--- config.mk ---
export PLATFORM = sky130hd
export DESIGN_NAME = intdiv_ctrl
export DESIGN_NICKNAME = d
export VERILOG_FILES = /design/src/rtl/intdiv_ctrl.sv
export SDC_FILE = /design/constraint.sdc
export NUM_CORES = 1
export LEC_CHECK = 0
export CAP_MARGIN = 40
export CORE_MARGIN = 5
export CORE_UTILIZATION = 50
export DETAILED_ROUTE_END_ITERATION = 8
export PLACE_DENSITY = 0.71
export SYNTH_ARGS = -nofsm -noshare
export SYNTH_HDL_FRONTEND = slang
export SYNTH_SLANG_ARGS = --single-unit
--- constraint.sdc ---
create_clock -name clk -period 7.9 [get_ports clk]
set_input_delay 2.37 -clock clk [delete_from_list [all_inputs] [get_ports clk]]
set_output_delay 2.37 -clock clk [all_outputs]
set_load 0.005 [all_outputs]
--- src/rtl/intdiv_ctrl.sv ---
// intdiv_ctrl: iterative radix-2 non-restoring divider with start/busy/done sequencer.
// Latency: done WIDTH+2 cycles after the start edge (1 cycle on divide-by-zero).
// Backpressure: none; start is only accepted in IDLE/DONE and ignored while busy.
//
// Ports:
//   clk, rst_n                 rising-edge clock, async active-low reset
//   start, sgn                 request and signed-mode select, sampled in IDLE/DONE
//   dividend, divisor          WIDTH-bit operands, sampled with start
//   busy, done                 busy in LOAD/ITER/CORR, done is a one-cycle result pulse
//   dz, quotient, remainder    results, held until the next accepted start
//   sd_valid, sd_digit, sd_idx per-step SD2 quotient digit (01=+1, 11=-1), MSB first
//   neg_en                     negation enable for the downstream SD2 stage
module intdiv_ctrl #(
  parameter int WIDTH = 8
) (
  input  logic                     clk,
  input  logic                     rst_n,
  input  logic                     start,
  input  logic                     sgn,
  input  logic [WIDTH-1:0]         dividend,
  input  logic [WIDTH-1:0]         divisor,
  output logic                     busy,
  output logic                     done,
  output logic                     dz,
  output logic [WIDTH-1:0]         quotient,
  output logic [WIDTH-1:0]         remainder,
  output logic [1:0]               sd_digit,
  output logic                     sd_valid,
  output logic [$clog2(WIDTH)-1:0] sd_idx,
  output logic                     neg_en
);

  localparam int IW = $clog2(WIDTH);
  localparam int RW = WIDTH + 2;  // partial remainder, two's complement

  typedef enum logic [2:0] {S_IDLE, S_LOAD, S_ITER, S_CORR, S_DONE} state_t;

  state_t            state, state_nxt;
  logic [WIDTH-1:0]  a_op, b_op;    // raw operands captured at start
  logic              sgn_q;
  logic              zdiv;          // accepted request had a zero divisor
  logic [WIDTH-1:0]  n_mag, d_mag;
  logic              qneg, rneg;
  logic [RW-1:0]     r;
  logic [WIDTH-1:0]  p;             // 1 where the digit was +1
  logic [IW-1:0]     cnt;

  // Operand magnitudes, formed in LOAD from the captured operands.
  logic              a_neg, b_neg;
  logic [WIDTH-1:0]  a_mag, b_mag;

  always_comb begin
    a_neg = sgn_q & a_op[WIDTH-1];
    b_neg = sgn_q & b_op[WIDTH-1];
    a_mag = a_neg ? -a_op : a_op;
    b_mag = b_neg ? -b_op : b_op;
  end

  // One non-restoring step: the sign of the current remainder picks the digit.
  logic              r_neg;
  logic [RW-1:0]     d_ext, r_sh, r_step;

  always_comb begin
    r_neg  = r[RW-1];
    d_ext  = {2'b00, d_mag};
    r_sh   = {r[RW-2:0], n_mag[cnt]};
    r_step = r_neg ? r_sh + d_ext : r_sh - d_ext;
  end

  // Final correction. Q = 2P - (2^WIDTH - 1) reduces to 2P + 1 mod 2^WIDTH.
  // Only the low WIDTH bits of the corrected remainder are needed.
  logic [WIDTH-1:0]  q_raw, q_fix, q_fin, r_low, r_fin;

  always_comb begin
    q_raw = (p << 1) | WIDTH'(1);
    q_fix = r_neg ? q_raw - WIDTH'(1) : q_raw;
    q_fin = qneg ? -q_fix : q_fix;
    r_low = r_neg ? r[WIDTH-1:0] + d_mag : r[WIDTH-1:0];
    r_fin = rneg ? -r_low : r_low;
  end

  always_ff @(posedge clk or negedge rst_n) begin
    if (!rst_n) state <= S_IDLE;
    else        state <= state_nxt;
  end

  always_comb begin
    state_nxt = state;
    busy      = 1'b0;
    done      = 1'b0;
    case (state)
      S_IDLE: if (start) state_nxt = S_LOAD;
      S_LOAD: begin
        busy      = 1'b1;
        // A zero divisor skips the iterations and finishes straight from LOAD.
        state_nxt = zdiv ? S_DONE : S_ITER;
      end
      S_ITER: begin
        busy = 1'b1;
        if (cnt == '0) state_nxt = S_CORR;
      end
      S_CORR: begin
        busy      = 1'b1;
        state_nxt = S_DONE;
      end
      S_DONE: begin
        done      = 1'b1;
        state_nxt = start ? S_LOAD : S_IDLE;
      end
      default: state_nxt = S_IDLE;
    endcase
  end

  always_ff @(posedge clk or negedge rst_n) begin
    if (!rst_n) begin
      a_op      <= '0;
      b_op      <= '0;
      sgn_q     <= 1'b0;
      zdiv      <= 1'b0;
      n_mag     <= '0;
      d_mag     <= '0;
      qneg      <= 1'b0;
      rneg      <= 1'b0;
      r         <= '0;
      p         <= '0;
      cnt       <= '0;
      dz        <= 1'b0;
      quotient  <= '0;
      remainder <= '0;
      sd_digit  <= 2'b00;
      sd_valid  <= 1'b0;
      sd_idx    <= '0;
      neg_en    <= 1'b0;
    end else begin
      sd_valid <= 1'b0;
      sd_digit <= 2'b00;
      sd_idx   <= '0;
      case (state)
        S_IDLE, S_DONE: begin
          if (start) begin
            a_op  <= dividend;
            b_op  <= divisor;
            sgn_q <= sgn;
            zdiv  <= (divisor == '0);
            dz    <= 1'b0;
          end
        end
        S_LOAD: begin
          if (zdiv) begin
            dz        <= 1'b1;
            quotient  <= '1;
            remainder <= a_op;
            neg_en    <= 1'b0;
          end else begin
            n_mag  <= a_mag;
            d_mag  <= b_mag;
            qneg   <= a_neg ^ b_neg;
            rneg   <= a_neg;
            neg_en <= a_neg ^ b_neg;
            r      <= '0;
            p      <= '0;
            cnt    <= IW'(WIDTH - 1);
          end
        end
        S_ITER: begin
          r        <= r_step;
          p[cnt]   <= ~r_neg;
          sd_valid <= 1'b1;
          sd_digit <= r_neg ? 2'b11 : 2'b01;
          sd_idx   <= cnt;
          if (cnt != '0) cnt <= cnt - IW'(1);
        end
        S_CORR: begin
          quotient  <= q_fin;
          remainder <= r_fin;
        end
        default: ;
      endcase
    end
  end

endmodule

## Yosys cells after proc, flatten, opt, wreduce, memory -nomap -nowiden

Cells that the tools add are included.

- Bits in registers: 84
- Input port bits: 20
- Logic and storage cells: 100
- Output and inout port bits: 26

- Equal/unequal tests: 10
- Add/sub/neg operators: 9
- $lt $le $gt $ge: 2
- Mux-type cells: 38
- Reduce and logical (&&, ||, !) cells: 17
- Bitwise logic cells: 5

Operator list:

| cell | count |
|---|---|
| two-way mux 8 bit | 9 |
| case mux 8 bit (2 select lines) | 3 |
| negation 8 bit | 4 |
| two-way mux 10 bit | 2 |
| case mux 10 bit (2 select lines) | 1 |
| two-way mux 3 bit | 6 |
| case mux 3 bit (5 select lines) | 1 |
| != test 2 bit, second input constant | 6 |
| adder 10 x 8 -> 10 bit | 1 |
| AND reduction 2 bit | 5 |
| subtractor 10 x 8 -> 10 bit | 1 |
| two-way mux 1 bit | 9 |
| adder 8 bit | 1 |
| bitwise mux 8 bit | 1 |
| logical NOT 8 bit | 1 |
| subtractor 8 x 1 -> 8 bit, second input constant | 1 |
| == test 3 x 2 -> 1 bit, second input constant | 2 |
| logical NOT 3 bit | 2 |
| case mux 3 bit (2 select lines) | 1 |
| AND reduction 3 bit | 2 |
| nonzero test 2 bit | 3 |
| < comparator 3 x 4 -> 1 bit, second input constant | 1 |
| two-way mux 2 bit | 2 |
| binary-select mux 1 bit (select 3 bit) | 1 |
| 13 further kinds | 15 |

## Logic depth before layout (Yosys ltp)

Gate-level depths: netlist of the first run.

- Depth after elaboration: 6
- Depth in mapped cells: 15
- Depth with buffers taken out: 14

## Worst setup path before layout of the first run

Ideal clock, no wire load.

- Path type: input-to-reg
- From: input start
- To: register a_op[2]
- Arrival: 3384 ps
- Buffers on the path: 2
- Setup slack: 4391 ps
- Stages: 4
- Library setup time: 125 ps
- Required time: 7775 ps
- Cell sequence: and2_1 clkbuf_1 clkbuf_1 mux2_2

- Word-level cells in the longest chain between the ends: 1

Ends and longest elaborated chain:

| what | RTL line | source |
|---|---|---|
| from (decl) | 18 | `input logic start,` |
| AND reduction 2 bit (no line) | n/a |  |
| to (signal assigned) | 141 | `a_op <= dividend;` |
| to (decl) | 39 | `logic [WIDTH-1:0] a_op, b_op;` |

No other way between the ends.
A chain may end at the register's enable or synchronous reset.

## Final worst setup path of the first run

- From: register state[1]
- To: output done

- Word-level cells in the longest chain between the ends: 2

Ends and longest elaborated chain:

| what | RTL line | source |
|---|---|---|
| from (decl) | 38 | `state_t state, state_nxt;` |
| from (signal assigned) | 84 | `else state <= state_nxt;` |
| == test 3 bit | 91 | `case (state)` |
| two-way mux 1 bit | 91 |  |
| to (decl) | 23 | `output logic done,` |

No other way between the ends.

==> impl_metrics.yaml, run 1 <==
placement:
  place_inst: 648
  portBuffers: 45
  dp_hpwl_mm: 7.821
  routabilityCongestion: 0.8918
global_route:
  grt_pass1_vias: 3819
  grt_pass1_wl_mm: 18.25
  antenna_found_initial: 0
  grt_start_max_net_pins: 53
  overflow: 0
  grt_use_total: 0.1981
routing:
  drt_iter0_markers: 248
  dr.max_layer_used: "met4"
  drc: 0
  via_count: 3812
  detail-route-antenna-nets: 0
  first_pass_iters: 5
  routed-wl-met2_mm: 5.043
  wire_per_inst_um: 16.06
  wl_met3_um: 617
  met1_length_mm: 4.850
  viasPerCell: 5.741
  wl_mm: 10.67
timing:
  relSlewSlack: 0.3932
  min_period_over_period: 0.5302
  setup-violations-final: 0
  hold_viol: 0
  rsz0062_at_grt: "no"
  worst_pin_slew_ns: 0.9102
  fin_worst_skew_ns: 0.005733
  fin_setup_tns_ns: 0
  maxSlewViolCount: 0
  fmaxAchievable_mhz: 238.7
  post-route-min-period_ns: 4.189
layout:
  n_antenna_cell: 0
  area_growth_pct: 16.18
  fill_cells: 791
  final_cells: 664
  seq_area_mm2: 0.002052
  drive_gt1_frac: 0.07776
  multi_input_area_mm2: 0.002484
  nNetsFinal: 594
pwr:
  seqPwrFrac: 0.325
  combPwrFrac: 0.542
  peakVddDrop_v: 0.0001772
  power_switching_mw: 1.118
  power.share.switching: 0.4349
  clockPowerShare: 0.132
  totalPowerFinal_mw: 2.570
  leakage_nw: 2.435
  p_per_area_mw_per_mm2: 469.7
  cellInternalPower_mw: 1.452
synthesis:
  synth.distinct_cells: 53
  yosysSeqAreaShare: 0.4356
  synth_edf_count: 0
  yosys_warnings: 0
  syn_area_per_cell_um2: 9.201
  synthArstFlopShare: 1.000
  ys.flop_type: "dfrtp_1"
  synth_nets: 558
  netlist_area_mm2: 0.004711
  syn_inst: 512
  ys_ff_latch: 82
cts:
  cts_tree: "built"
  cts-htree-levels: 3
  cts.sinks: 82
  post_cts_buffers: 0
  clk_pin_slew_ns: 0.09
  cts_buffers: 9
  clockRootBuffer: "clkbuf_8"
  cts_hold_buf: 0
  clockBufferDepth: 2
  cts_resized: 0
  insertion_delay_ns: 0.35
setup_path:
  cpPeakStageDelay_ns: 0.59
  worst_setup_path_end_kind: "output pin"
  critPathLaunchType: "register"
  worstPathRequired_ns: 5.53
  path_cells: "nor2_1, and2_1, clkdlybuf4s50_1"
  crit_arrival_ns: 1.82
  cp_max_fo: 17
  slowest_stage: "dfrtp_1"
  crit_type: "register to output pin"
floorplanning:
  initial_utilization: 0.5122
  die-area_mm2: 0.01146
  ios: 46
  fp-row-count: 35
  coreArea_mm2: 0.009196
  die_height_um: 107.1
  die_w_um: 107.1
hold_path:
  hold_path_class: "register to register"
run:
  maxCapViolations: 0
outcome:
  status: "completed"
-- registers in the layout, indices dropped and copies added, names as in the netlist --
name	cells
r	10
cnt	3
quotient	8
rneg	1
dz	1
neg_en	1
a_op	8
sgn_q	1
state	3
d_mag	8
b_op	8
remainder	8
p	7
qneg	1
zdiv	1
sd_digit	2
sd_idx	3
n_mag	8
-- synthesized netlist by cell type (2+ instances only) --
| library cell | instances | area [um^2] |
|---|---|---|
| buf_2 | 2 | 10.01 |
| dfrtp_1 | 82 | 2052 |
| a21oi_1 | 29 | 145.1 |
| xnor2_1 | 16 | 140.1 |
| nor2_1 | 45 | 168.9 |
| xor2_1 | 21 | 183.9 |
| o21ai_0 | 50 | 250.2 |
| mux2i_1 | 8 | 80.08 |
| and2_1 | 2 | 12.51 |
| a21o_1 | 7 | 52.55 |
| and4_1 | 2 | 17.52 |
| nor4_1 | 4 | 25.02 |
| nand3_1 | 28 | 140.1 |
| and3_1 | 2 | 12.51 |
| clkbuf_1 | 20 | 75.07 |
| nor3_1 | 8 | 40.04 |
| o31ai_1 | 5 | 37.54 |
| o22ai_1 | 5 | 31.28 |
| nor2b_1 | 5 | 31.28 |
| a31oi_1 | 8 | 50.05 |
| nand2_1 | 65 | 244.0 |
| ha_1 | 24 | 300.3 |
| or3_1 | 6 | 37.54 |
| fa_1 | 2 | 40.04 |
| inv_1 | 20 | 75.07 |
| nand2b_1 | 3 | 18.77 |
| o21a_1 | 3 | 22.52 |
| a211oi_1 | 2 | 15.01 |
| mux2_2 | 14 | 157.7 |
-- logic make-up (layout without fill, tap and decap cells) --
family	after synthesis	in the layout	share of synthesized area
adder cells (fa/ha/maj)	26	26	0.07225
XOR/XNOR	38	38	0.07357
buffers and inverters	45	86	0.03718
multiplexers	24	24	0.05843
AO/OA/AOI/OAI	120	120	0.1522
flip-flops	82	82	0.4356
AND/OR/NAND/NOR	177	177	0.1708
-- final timing paths --
| kind | slack (ns) | start | depth (start not counted) | end |
|---|---|---|---|---|
| min in group asynchronous | 1.95 | rst_n | 1 | r[8] |
| worst max register to register | 4.78 | cnt[0] | 13 | r[8] |
| worst min register to register | 0.49 | neg_en | 2 | neg_en |
| worst min-delay path | 0.49 | neg_en | 2 | neg_en |
| max in group asynchronous | 5.37 | rst_n | 2 | n_mag[3] |
| worst max-delay path | 3.71 | state[1] | 3 | done |
-- layout by cell type, fill, tap and decap left out, types with 2 or more instances in the layout --
| cell | count |
|---|---|
| a211oi_1 | 2 |
| a21o_1 | 7 |
| a21oi_1 | 29 |
| a31oi_1 | 8 |
| and2_1 | 2 |
| and3_1 | 2 |
| and4_1 | 2 |
| buf_4 | 3 |
| bufinv_16 | 2 |
| clkbuf_8 | 9 |
| clkdlybuf4s50_1 | 44 |
| clkinvlp_4 | 2 |
| dfrtp_1 | 82 |
| fa_1 | 2 |
| ha_1 | 24 |
| inv_1 | 20 |
| mux2_2 | 14 |
| mux2i_1 | 8 |
| nand2_1 | 65 |
| nand2b_1 | 3 |
| nand3_1 | 28 |
| nor2_1 | 45 |
| nor2b_1 | 5 |
| nor3_1 | 8 |
| nor4_1 | 4 |
| o21a_1 | 3 |
| o21ai_0 | 50 |
| o22ai_1 | 5 |
| o31ai_1 | 5 |
| or3_1 | 6 |
| xnor2_1 | 16 |
| xor2_1 | 21 |
-- critical path, delay by kind of cell, from the launching register on --
kind / cells / cell delay, ns
AND/OR/NAND/NOR: 2 / 0.38
flip-flops: 1 / 0.59
buffers and inverters: 1 / 0.49
-- power by group through the flow --
stage | Sequential (mW) | Clock, mW | Combinational (mW)
6_report | 0.836 | 0.340 | 1.39
2_1_floorplan | 0.757 | 0 | 1.05
5_1_grt | 0.867 | 0.367 | 1.56
3_3_place_gp | 0.832 | 0 | 1.33
4_1_cts | 0.832 | 0.347 | 1.40
3_5_place_dp | 0.839 | 0 | 1.38
-- layout make-up --
type | count | share of cell area
well taps | 111 | 0.02538
clock inverters | 7 | 0.01829
repair buffers | 49 | 0.09053
multi-input cells | 385 | 0.4538
inverters | 21 | 0.01440
flip-flops and latches | 82 | 0.3749
clock buffers | 9 | 0.02263
-- metrics by stage --
step / hold WS [ns] / setup slack (ns) / utilization / area (um^2)
final: 0.4867 / 3.711 / 0.5951 / 5473
after global routing: 0.5051 / 3.596 / 0.5951 / 5473
after CTS: 0.4885 / 3.721 / 0.5951 / 5473
after detailed placement: 0.4679 / 3.784 / 0.5707 / 5249
after global placement: 0.4551 / 3.824 / 0.5672 / 5216
after floorplan: 0.4419 / 4.391 / - / 4711
-- metal layers --
layer	vias up	global-route usage
met4	0	0.06393
met2	98	0.3208
met3	14	0.04275
li1	1858	-
met1	1842	0.2650
met5	-	0
Note: power is estimated with default switching activity, not from simulation.
==> inputs of run 2 (changes only) <==
==> constraint.sdc (replaced) <==
create_clock -name clk -period 4.2 [get_ports clk]
set_input_delay 1.26 -clock clk [delete_from_list [all_inputs] [get_ports clk]]
set_output_delay 1.26 -clock clk [all_outputs]
set_load 0.005 [all_outputs]
==> impl_metrics.yaml, run 2 (synthesis results as in run 1) <==
outcome:
  status: "completed"
placement:
  post_dp_cell_area_mm2: 0.005251
  portBuffers: 45
  place_inst: 648
  dp_hpwl_mm: 8.222
  routabilityCongestion: 0.8764
timing:
  fmaxAchievable_mhz: 321.1
  holdWs_ns: 0.4771
  min_period_over_period: 0.7414
  post-route-min-period_ns: 3.114
  hold_viol: 0
  fin_setup_tns_ns: 0
  fin_worst_skew_ns: 0.01411
  maxSlewViolCount: 0
  setup-violations-final: 0
  worst_pin_slew_ns: 0.8918
  rsz0062_at_grt: "no"
  relSlewSlack: 0.4055
cts:
  insertion_delay_ns: 0.36
  cts_resized: 0
  cts_buffers: 9
  cts.sinks: 82
  clk_pin_slew_ns: 0.09
  cts-htree-levels: 3
  clockBufferDepth: 2
  cts_hold_buf: 0
  cts_tree: "built"
  clockRootBuffer: "clkbuf_8"
  post_cts_buffers: 0
layout:
  final_area_mm2: 0.005469
  n_antenna_cell: 0
  drive_gt1_frac: 0.07595
  mostFrequentLayoutCells: "dfrtp_1 (82), nand2_1 (65), o21ai_0 (50), nor2_1 (45), clkdlybuf4s50_1 (44)"
  largest_reg_flops: 10
  top_register: "r"
  area_growth_pct: 16.10
  layout_commonest_cell: "dfrtp_1"
  final_cells: 664
  nNetsFinal: 594
setup_path:
  worstRegToRegCells: 14
  crit_arrival_ns: 1.85
  cp_max_fo: 17
  reg2reg_slack_ns: 1.22
  worst_setup_path_end_kind: "output pin"
  crit_type: "register to output pin"
  r2r-end: "r[8]"
  worst_r2r_startpoint: "cnt[0]"
  worstPathRequired_ns: 2.94
  critPathLaunchType: "register"
routing:
  drt_iter0_markers: 209
  first_pass_iters: 6
  viasPerCell: 5.755
  wl_mm: 11.00
  detail-route-antenna-nets: 0
  wire_per_inst_um: 16.57
  drc: 0
  via_count: 3821
global_route:
  grt_start_max_net_pins: 48
  grt_pass1_wl_mm: 18.40
  grt_use_total: 0.2015
  overflow: 0
  grt_pass1_vias: 3723
  antenna_found_initial: 0
pwr:
  p_per_area_mw_per_mm2: 886.5
  peakVddDrop_v: 0.0003662
  leakage_nw: 2.436
floorplanning:
  die_height_um: 107.1
  coreArea_mm2: 0.009196
  ios: 46
  die_w_um: 107.1
  die-area_mm2: 0.01146
  initial_utilization: 0.5122
  fp-row-count: 35
hold_path:
  hold_path_class: "register to register"
  hold_path_startpoint: "neg_en"
  hold_end: "neg_en"
  min_path_cells: 2
run:
  maxCapViolations: 0
-- run 2: cell types whose count changed in the layout (fill, tap and decap cells not counted), sizes merged --
cell and delta:
clkbuf +1, clkinv +1, clkinvlp -1, inv -1
-- run 2: how the worst max path moves through the flow --
stage / to / cells after the start / startpoint / slack (ns)
finish: done / 3 / state[1] / 1.09
global route: busy / 3 / state[1] / 0.99
CTS: done / 3 / state[1] / 1.09
detailed placement: a_op[6] / 3 / start / 1.20
global placement: b_op[2] / 3 / start / 1.21
floorplan: r[8] / 12 / r[9] / 1.35
-- run 2: worst max-delay path, stage by stage (launching register included) --
cell and delay [ns]:
dfrtp_1 0.58, nor2_1 0.26, and2_1 0.16, clkdlybuf4s50_1 0.49
-- run 2: power breakdown --
part / switching [mW] / internal (mW) / total (mW)
clock: 0.299 / 0.337 / 0.636
sequential: 0.437 / 1.15 / 1.59
combinational: 1.38 / 1.24 / 2.62
total: 2.12 / 2.73 / 4.85
-- run 2: per-stage QoR --
step,total power [mW],setup WS [ns],util
floorplan,3.408,1.349,-
global placement,4.099,1.214,0.5680
detailed placement,4.207,1.197,0.5710
CTS,4.860,1.089,0.5947
global route,5.278,0.9870,0.5947
finish,4.849,1.086,0.5947
-- run 2: layer usage --
layer,global-route usage,routed length (um)
met3,0.04937,572
met1,0.2710,5028
met2,0.3271,5211
met4,0.05114,189
met5,0,0
-- run 2: final cells by class --
class                      count  area (um^2)
inverter                      21        78.83
clock buffer                  10        127.6
tap                          111        138.9
fill                         813         3727
timing repair buffer          49        498.0
clock inverter                 6        90.09
multi-input combinational    385         2484
sequential                    82         2052
==> inputs of run 3 (changes only) <==
==> constraint.sdc (replaced) <==
create_clock -name clk -period 2.9 [get_ports clk]
set_input_delay 0.87 -clock clk [delete_from_list [all_inputs] [get_ports clk]]
set_output_delay 0.87 -clock clk [all_outputs]
set_load 0.005 [all_outputs]
==> impl_metrics.yaml, run 3 (synthesis results as in run 1) <==
timing:
  relSlewSlack: 0.6380
  fmaxAchievable_mhz: 352.6
  worst_pin_slew_ns: 0.5430
  maxSlewViolCount: 0
  fin_setup_tns_ns: 0
  hold_viol: 0
  min_period_over_period: 0.9780
  setup-violations-final: 0
  fin_worst_skew_ns: 0.02123
  post-route-min-period_ns: 2.836
pwr:
  cellInternalPower_mw: 4.225
  power.share.switching: 0.4258
  peakVddDrop_v: 0.0005316
  seqPwrFrac: 0.302
  leakage_nw: 2.549
  combPwrFrac: 0.567
  power_switching_mw: 3.134
  clockPowerShare: 0.131
  p_per_area_mw_per_mm2: 1297
cts:
  cts_buffers: 9
  insertion_delay_ns: 0.36
  cts_tree: "built"
  clockBufferDepth: 2
  cts_hold_buf: 0
  cts-htree-levels: 3
  cts.sinks: 82
  clockRootBuffer: "clkbuf_8"
  clk_pin_slew_ns: 0.09
global_route:
  grt_use_total: 0.2026
  grt_pass1_wl_mm: 18.65
  top_usage_layer: "met2"
  overflow: 0
  antenna_found_initial: 0
  grtUsageMet2: 0.3262
  grtUsageMet3: 0.03432
  grt_use_met1: 0.2692
  grt_start_max_net_pins: 53
  grt_pass1_vias: 3849
floorplanning:
  die-area_mm2: 0.01146
  die_w_um: 107.1
  coreArea_mm2: 0.009196
  initial_utilization: 0.5122
  ios: 46
  fp-row-count: 35
  die_height_um: 107.1
routing:
  viasPerCell: 5.661
  wl_mm: 11.15
  wire_per_inst_um: 16.22
  first_pass_iters: 4
  drc: 0
  drt_iter0_markers: 124
  detail-route-antenna-nets: 0
  via_count: 3889
setup_path:
  worst_setup_path_end_kind: "register"
  crit_type: "register to register"
  cp_max_fo: 6
  crit_arrival_ns: 3.08
  worstPathRequired_ns: 3.15
  critPathLaunchType: "register"
layout:
  final_core_util: 0.6171
  layout_commonest_cell: "dfrtp_1"
  n_antenna_cell: 0
  largest_reg_flops: 10
  area_growth_pct: 20.48
  nNetsFinal: 617
  drive_gt1_frac: 0.1250
  mostFrequentLayoutCells: "dfrtp_1 (80), nand2_1 (65), o21ai_0 (47), nor2_1 (45), clkdlybuf4s50_1 (44)"
  final_area_mm2: 0.005675
  top_register: "r"
placement:
  post_dp_cell_area_mm2: 0.005361
  dp_hpwl_mm: 8.321
  routabilityCongestion: 0.8890
  portBuffers: 45
run:
  maxCapViolations: 0
outcome:
  status: "completed"
hold_path:
  hold_path_class: "register to register"
run 3: cell count changes in the layout (fill, tap and decap cells not counted), moves of 2 or more:
| cell | delta |
|---|---|
| dfrtp_2 | +2 |
| ha_1 | -2 |
| o21ai_1 | +3 |
| ha_2 | +2 |
| buf_4 | +22 |
| o21ai_0 | -3 |
| dfrtp_1 | -2 |
run 3: what timing repair did:
item	CTS	global route
setup buffers	1	6
endpoints found under the setup margin	2	3
pin swaps	2	5
gates resized for setup	3	8
run 3: routing by layer:
metal  vias up  part of all wire
met5         -                 0
met4         0             0.027
met3        26             0.042
met2        91              0.47
met1      1859              0.46
li1       1913                 -
run 3: per-stage QoR:
stage          instances  setup slack (ns)  hold slack [ns]  total power, mW
3_3_place_gp         663           0.09921           0.4558            6.072
3_5_place_dp         664         -0.005406           0.4606            6.222
5_1_grt              687          -0.02159           0.5181            7.984
6_report             687           0.06387           0.4795            7.359
4_1_cts              681           0.02960           0.4821            7.221
2_1_floorplan        512           0.04856           0.4419            4.935
run 3: power by group through the flow:
stage / clock (mW) / combinational [mW] / sequential, mW
after floorplan: 0 / 2.87 / 2.06
after global placement: 0 / 3.87 / 2.20
after detailed placement: 0 / 3.99 / 2.23
after CTS: 0.984 / 4.02 / 2.21
after global routing: 1.03 / 4.66 / 2.30
final: 0.968 / 4.17 / 2.22
run 3: worst paths after layout:
check                          from      endpoint  slack (ns)  cells after the start
min in group asynchronous     rst_n      d_mag[2]        0.49                      1
min reg2reg                  neg_en        neg_en        0.48                      2
max in group asynchronous     rst_n      d_mag[3]        1.78                      2
max reg2reg                d_mag[0]  remainder[7]        0.06                     10
max                        d_mag[0]  remainder[7]        0.06                     10
min                          neg_en        neg_en        0.48                      2
run 3: critical path: stages, from the launching register on:
cell and delay [ns]:
dfrtp_2 0.45, ha_2 0.23, fa_2 0.42, a211oi_4 0.26, o21ba_4 0.19, o221ai_2 0.11, a221oi_2 0.33, a31oi_1 0.14
xnor3_1 0.24, a21oi_1 0.08, mux2_4 0.27
run 3: area by class of cell:
class                   count  area (um^2)
clock buffers              10        137.6
clock inverters             6        96.34
fillers                   799         3521
inverters                  21        78.83
multi-input cells         385         2509
flip-flops and latches     82         2054
well taps                 111        138.9
repair buffers             72        660.6
